### src/rtl/wb_copy_pkg.sv
`default_nettype none
// ============================================================================
// wb_copy_pkg : shared widths, FSM state type and watchdog default
// Rev 1.0
// ============================================================================
package wb_copy_pkg;

  localparam int ADDR_WIDTH_DEFAULT     = 11;
  localparam int DATA_WIDTH_DEFAULT     = 32;
  localparam int SEL_WIDTH_DEFAULT      = 4;
  localparam int TIMEOUT_CYCLES_DEFAULT = 16;

  typedef enum logic [2:0] {
    IDLE    = 3'd0,
    RD_REQ  = 3'd1,
    RD_WAIT = 3'd2,
    WR_REQ  = 3'd3,
    WR_WAIT = 3'd4,
    FIN     = 3'd5
  } wb_copy_state_t;

  // True while the engine owns the bus (cyc asserted).
  function automatic logic is_bus_state(input wb_copy_state_t s);
    return (s == RD_REQ) || (s == RD_WAIT) || (s == WR_REQ) || (s == WR_WAIT);
  endfunction

endpackage
`default_nettype wire

### src/rtl/wb_copy_watchdog.sv
`default_nettype none
// ============================================================================
// wb_copy_watchdog : counts cycles spent in one bus state, flags expiry
// Rev 1.0
// ============================================================================
module wb_copy_watchdog
  import wb_copy_pkg::*;
#(
  parameter int TIMEOUT_CYCLES = TIMEOUT_CYCLES_DEFAULT
) (
  input  logic clk,
  input  logic rst,
  input  logic i_active,
  input  logic i_restart,
  output logic o_expire
);

  localparam int CW = $clog2(TIMEOUT_CYCLES + 1);

  logic [CW-1:0] r_cnt;

  always_ff @(posedge clk or negedge rst) begin
    if (!rst) begin
      r_cnt <= '0;
    end else if (!i_active || i_restart) begin
      r_cnt <= '0;
    end else begin
      r_cnt <= r_cnt + CW'(1);
    end
  end

  // r_cnt is the number of cycles already spent in the current state,
  // so the last permitted cycle is TIMEOUT_CYCLES-1.
  assign o_expire = i_active && !i_restart && (r_cnt == CW'(TIMEOUT_CYCLES - 1));

endmodule
`default_nettype wire

### src/rtl/wb_copy_engine.sv
`default_nettype none
// ============================================================================
// wb_copy_engine : word-by-word Wishbone memory copy (read then write)
// Optional watchdog enabled by defining WB_COPY_TIMEOUT_EN.
// Rev 1.0
// ============================================================================
module wb_copy_engine
  import wb_copy_pkg::*;
#(
  parameter int ADDR_WIDTH     = ADDR_WIDTH_DEFAULT,
  parameter int DATA_WIDTH     = DATA_WIDTH_DEFAULT,
  parameter int SEL_WIDTH      = SEL_WIDTH_DEFAULT,
  parameter int TIMEOUT_CYCLES = TIMEOUT_CYCLES_DEFAULT
) (
  input  logic                  clk,
  input  logic                  rst,
  input  logic                  start_i,
  input  logic [ADDR_WIDTH-1:0] src_addr_i,
  input  logic [ADDR_WIDTH-1:0] dst_addr_i,
  input  logic [ADDR_WIDTH-2:0] len_i,
  output logic                  busy_o,
  output logic                  done_o,
  output logic                  err_o,
  output logic [ADDR_WIDTH-2:0] words_o,
  output logic [ADDR_WIDTH-1:0] wb_addr_o,
  output logic [DATA_WIDTH-1:0] wb_data_o,
  output logic [SEL_WIDTH-1:0]  wb_sel_o,
  output logic                  wb_we_o,
  output logic                  wb_cyc_o,
  output logic                  wb_stb_o,
  input  logic [DATA_WIDTH-1:0] wb_data_i,
  input  logic                  wb_ack_i,
  input  logic                  wb_stall_i
);

  localparam int WA = ADDR_WIDTH - 2;
  localparam int LW = ADDR_WIDTH - 1;

  wb_copy_state_t r_state;
  wb_copy_state_t w_next_base;
  wb_copy_state_t w_next;

  logic [WA-1:0]         r_src;
  logic [WA-1:0]         r_dst;
  logic [LW-1:0]         r_len;
  logic [LW-1:0]         r_words;
  logic [DATA_WIDTH-1:0] r_data;
  logic                  w_last;
  logic                  w_expire;
  logic                  w_start;

  // Word addresses only: the byte-lane bits are forced to zero on the bus.
  logic w_unused;
  assign w_unused = ^{src_addr_i[1:0], dst_addr_i[1:0]};

  assign w_start = (r_state == IDLE) && start_i;
  assign w_last  = (r_words + LW'(1)) == r_len;

  always_ff @(posedge clk or negedge rst) begin
    if (!rst) begin
      r_state <= IDLE;
    end else begin
      r_state <= w_next;
    end
  end

  always_comb begin
    w_next_base = r_state;
    busy_o      = (r_state != IDLE);
    done_o      = (r_state == FIN);
    wb_cyc_o    = is_bus_state(r_state);
    wb_stb_o    = (r_state == RD_REQ) || (r_state == WR_REQ);
    wb_we_o     = (r_state == WR_REQ) || (r_state == WR_WAIT);
    wb_sel_o    = wb_cyc_o ? {SEL_WIDTH{1'b1}} : {SEL_WIDTH{1'b0}};
    wb_addr_o   = wb_we_o ? {r_dst, 2'b00} : {r_src, 2'b00};
    case (r_state)
      IDLE:    if (start_i)     w_next_base = (len_i == '0) ? FIN : RD_REQ;
      RD_REQ:  if (!wb_stall_i) w_next_base = RD_WAIT;
      RD_WAIT: if (wb_ack_i)    w_next_base = WR_REQ;
      WR_REQ:  if (!wb_stall_i) w_next_base = WR_WAIT;
      WR_WAIT: if (wb_ack_i)    w_next_base = w_last ? FIN : RD_REQ;
      FIN:                      w_next_base = IDLE;
      default:                  w_next_base = IDLE;
    endcase
  end

  // Timeout overrides only a state that would otherwise stay put.
  assign w_next = w_expire ? FIN : w_next_base;

  always_ff @(posedge clk or negedge rst) begin
    if (!rst) begin
      r_src   <= '0;
      r_dst   <= '0;
      r_len   <= '0;
      r_words <= '0;
      r_data  <= '0;
    end else begin
      case (r_state)
        IDLE: if (start_i) begin
          r_src   <= src_addr_i[ADDR_WIDTH-1:2];
          r_dst   <= dst_addr_i[ADDR_WIDTH-1:2];
          r_len   <= len_i;
          r_words <= '0;
        end
        RD_WAIT: if (wb_ack_i) r_data <= wb_data_i;
        WR_WAIT: if (wb_ack_i) begin
          r_words <= r_words + LW'(1);
          r_src   <= r_src + WA'(1);
          r_dst   <= r_dst + WA'(1);
        end
        default: ;
      endcase
    end
  end

  assign words_o   = r_words;
  assign wb_data_o = r_data;

`ifdef WB_COPY_TIMEOUT_EN
  logic w_active;
  logic w_restart;
  logic r_err;

  assign w_active  = is_bus_state(r_state);
  assign w_restart = (w_next_base != r_state);

  wb_copy_watchdog #(
    .TIMEOUT_CYCLES (TIMEOUT_CYCLES)
  ) u_watchdog (
    .clk       (clk),
    .rst       (rst),
    .i_active  (w_active),
    .i_restart (w_restart),
    .o_expire  (w_expire)
  );

  always_ff @(posedge clk or negedge rst) begin
    if (!rst) begin
      r_err <= 1'b0;
    end else if (w_start) begin
      r_err <= 1'b0;
    end else if (w_expire) begin
      r_err <= 1'b1;
    end
  end

  assign err_o = r_err;
`else
  logic w_unused_cfg;
  assign w_unused_cfg = (TIMEOUT_CYCLES != 0) ^ w_start;
  assign w_expire     = 1'b0;
  assign err_o        = 1'b0;
`endif

endmodule
`default_nettype wire

### config.mk
export PLATFORM = sky130hd
export DESIGN_NAME = wb_copy_engine
export DESIGN_NICKNAME = d
export VERILOG_FILES = /design/src/rtl/wb_copy_pkg.sv /design/src/rtl/wb_copy_watchdog.sv /design/src/rtl/wb_copy_engine.sv
export SDC_FILE = /design/constraint.sdc
export NUM_CORES = 1
export LEC_CHECK = 0
export ABC_AREA = 0
export BUFFER_PORTS_ARGS = -buffer_cell sky130_fd_sc_hd__buf_2
export CAP_MARGIN = 10
export CORE_MARGIN = 3
export CORE_UTILIZATION = 40
export CTS_CLUSTER_DIAMETER = 30
export DETAILED_ROUTE_END_ITERATION = 7
export GPL_TIMING_DRIVEN = 1
export PLACE_DENSITY = 0.69
export SLEW_MARGIN = 20
export SYNTH_ARGS = -nofsm -noshare
export SYNTH_HDL_FRONTEND = slang
export SYNTH_SLANG_ARGS = --single-unit
export TNS_END_PERCENT = 10
### constraint.sdc
create_clock -name clk -period 2.78 [get_ports clk]
set_input_delay 0.278 -clock clk [delete_from_list [all_inputs] [get_ports clk]]
set_output_delay 0.278 -clock clk [all_outputs]
set_load 0.01 [all_outputs]
==> results.md <==
- Clock Latency Late Sink: between 300 and 400 ps
- Post-synthesis mux area share: 0.154
- Top layer in use: met4
- Synthesized cell area: 0.00384 mm2
- Logic pwr share: 0.442
- Largest stage delay, worst path: a little over 600 ps
- Hold violation count in the final report: 0
- Critical path class: reg -> out
- Crit path time final: 2450 ps
- Register area share after synthesis: 0.476
- Final Max Tran Viols: 0
- Reg area: roughly 0.0018 mm2
- # nets final: 554
- Met3 wire length: between 800 and 900 um
- CTS Buffer Depth: 2
- Placer Congestion: 0.864
- Top post-synthesis cells by area: dfrtp_1, mux2_2, nand2_1, o21ai_0, a21oi_1
- DR iter-0 viols: 61
- Ports: between 100 and 150
- Synth Area in XOR/XNOR: 0.0319
- Worst Setup End Kind: output port
- Metal2 WL: 4360 um
- Critical Path Fanout Max: 12
- Synth top area share: 0.476
- Area after DPL: roughly 0.0045 mm2
- Slew Limit Headroom: 0.519
- 1st-pass router iterations: 4
- Synth cell count leaders: dfrtp_1, mux2_2, nand2_1
- HP Class: in -> reg
- Fillers: 900
- Most common cell in the netlist: dfrtp_1
- Crit path cell chain: nor2b_1 -> nand2_1 -> nand2_2 -> mux2_2 -> buf_2
- Layout Skew: about 12 ps
- Post-Syn Area per Cell: 10.5 um2
- Reg-to-reg slack, setup: 800 ps
- Grt total ovfl: 0
- I/O Buffers: roughly 120
- Sw Ratio: 0.396
- Setup TNS: 0 ps
- P_leak: 2.16 nW
- Via Count: 3,197
- Clk pwr share: 0.167
- TritonCTS clock tree: built
- Post-synthesis async set-or-reset flop share: 1.00
- Clock slew at reported path FFs: 80 ps
- Max-Cap Viols: 0
- CTS root buf: clkbuf_8
- Part of the power in registers: 0.391
- Internal power: 3.06 mW
- P per Cell Area: between 1000 and 1500 mW/mm2
- Vias in the first global route: 3,144
- Tot GR Track Use: 0.174
- Initial Utilization: 0.414
- Core footprint: between 0.009 and 0.01 mm2
- Die ar.: 0.0108 mm2
- Total Wirelength: 9290 um
- Psw: 2.00 mW
- First-pass GRT wire length: 15,300 um
- Post-synth EDFFs: 0
- DRC: 0
- Diodes inserted: 0
- Ratio of cells with drive above 1 in the final layout: 0.425
- Dominant synthesized flop cell: dfrtp_1
- Yosys reg bits: 73
- Initial antenna violation count: 0
- Dominant cell type by area after synthesis: dfrtp_1
- CTS sink cnt: 73
- Row count: 35
- Pin slew with the least headroom to its limit: about 720 ps
- Synth Area in Compound Gates: 0.133
- Largest net degree at the start of global routing: between 40 and 50
- Post-synthesis adder-cell area fraction: 0.00977
- Post-DP HPWL: between 6000 and 7000 um
- Wl on met1: between 4000 and 5000 um
- Num CTS Buffers: 9
- Chip width: 104 um
- Via density: 5.19
- Required time worst endpoint: roughly 2500 ps
- Critical path launch point type: flop
- Fmax: ~400 MHz
- VDD IR max: roughly 0.55 mV
- Outcome: completed
- Tcrit/Tclk final: 0.881
- Layout area overhead: 23.6%
- Arrival @ worst endpoint: between 2000 and 2500 ps
- Yosys Warn Count: 0
- Yosys cell types: 52
- Multi-input gate area: ~0.0018 mm2
- WL/cell: 15.1 um
- Syn Inst Count: between 300 and 400
- CP max-delay cell: dfrtp_1
- Fin area: around 0.0047 mm2
- H-tree Lvls: 3
- Post-synthesis simple-gate area fraction: 0.142
- Setup violators final: 0
- RSZ-0062 raised after global routing: no
- DIE HEIGHT: about 100 um
- ANT nets after route: 0
- Largest family of logic cells by synthesized area: multiplexers
## critical path, delay by kind of cell (launching register included)
| family | cells | cell delay [ps] |
|---|---|---|
| DFF | 1 | 610 |
| buffers and inverters | 1 | 140 |
| muxes | 1 | 380 |
| and+or+nand+nor | 3 | 700 |
## metrics by stage
stage | utilization | worst slack, ps | total power, mW | instances | hold WS, ps
floorplan | - | 914 | 3.49 | 369 | -17.6
global placement | 0.488 | 603 | 4.17 | 599 | 375
detailed placement | 0.488 | 571 | 4.25 | 599 | 381
CTS | 0.511 | 162 | 5.12 | 616 | 125
global route | 0.511 | 136 | 5.45 | 616 | 121
finish | 0.511 | 331 | 5.06 | 616 | 141
## logic make-up after synthesis
family	after synthesis
AOI/OAI and AO/OA	84
DFF	73
muxes	53
other	1
and+or+nand+nor	103
xor gates and xnor gates	14
adders and majority gates	3
buffers and inverters	36
## layout by cell type, fill, tap and decap left out, drive strengths merged, types with 6 or more instances in the layout
cell type,instances
a21oi,23
buf,131
clkbuf,9
dfrtp,73
inv,8
mux2,50
nand2,38
nand3,19
nor2,16
o21ai,30
o22ai,6
xnor2,8
xor2,6
## power by group through the flow
| stage | Clock, mW | Sequential (mW) | Combinational, mW |
|---|---|---|---|
| floorplan | 0 | 1.95 | 1.53 |
| global placement | 0 | 1.97 | 2.20 |
| detailed placement | 0 | 1.99 | 2.26 |
| CTS | 0.870 | 1.98 | 2.27 |
| global route | 0.935 | 2.05 | 2.46 |
| finish | 0.845 | 1.97 | 2.24 |
## path summary, 6_finish.rpt
path / startpoint / endpoint / cells past startpoint
max: r_state[0] / wb_addr_o[7] / 5
min: wb_data_i[20] / wb_data_o[20] / 2
max reg2reg: r_state[2] / r_src[8] / 6
min reg2reg: wb_data_o[20] / wb_data_o[20] / 1
max in group asynchronous: rst / words_o[1] / 3
min in group asynchronous: rst / wb_data_o[24] / 2
## state kept, by name, summed over array words and instances (netlist names)
name	cells
r_len	10
r_state	3
words_o	10
r_dst	9
r_src	9
wb_data_o	32
## layer usage
metal,vias up,track usage
met5,-,0
met4,0,0.0570
met3,11,0.0590
met2,147,0.283
met1,1492,0.219
li1,1547,-
## repair_timing
item,in CTS,in global routing
buffers inserted,0,0
hold buffers,1,0
resized for setup,0,1
setup endpoints to repair,0,7
hold endpoints to repair,17,0
## final cells by class
cell class                      count  area share
Tap cell                          129      0.0340
Clock inverter                      7      0.0163
Clock buffer                        9      0.0261
Sequential cell                    73       0.385
Multi-Input combinational cell    260       0.388
Timing Repair Buffer              132       0.147
Inverter                            6     0.00474
Note: power is estimated with default switching activity, not from simulation.
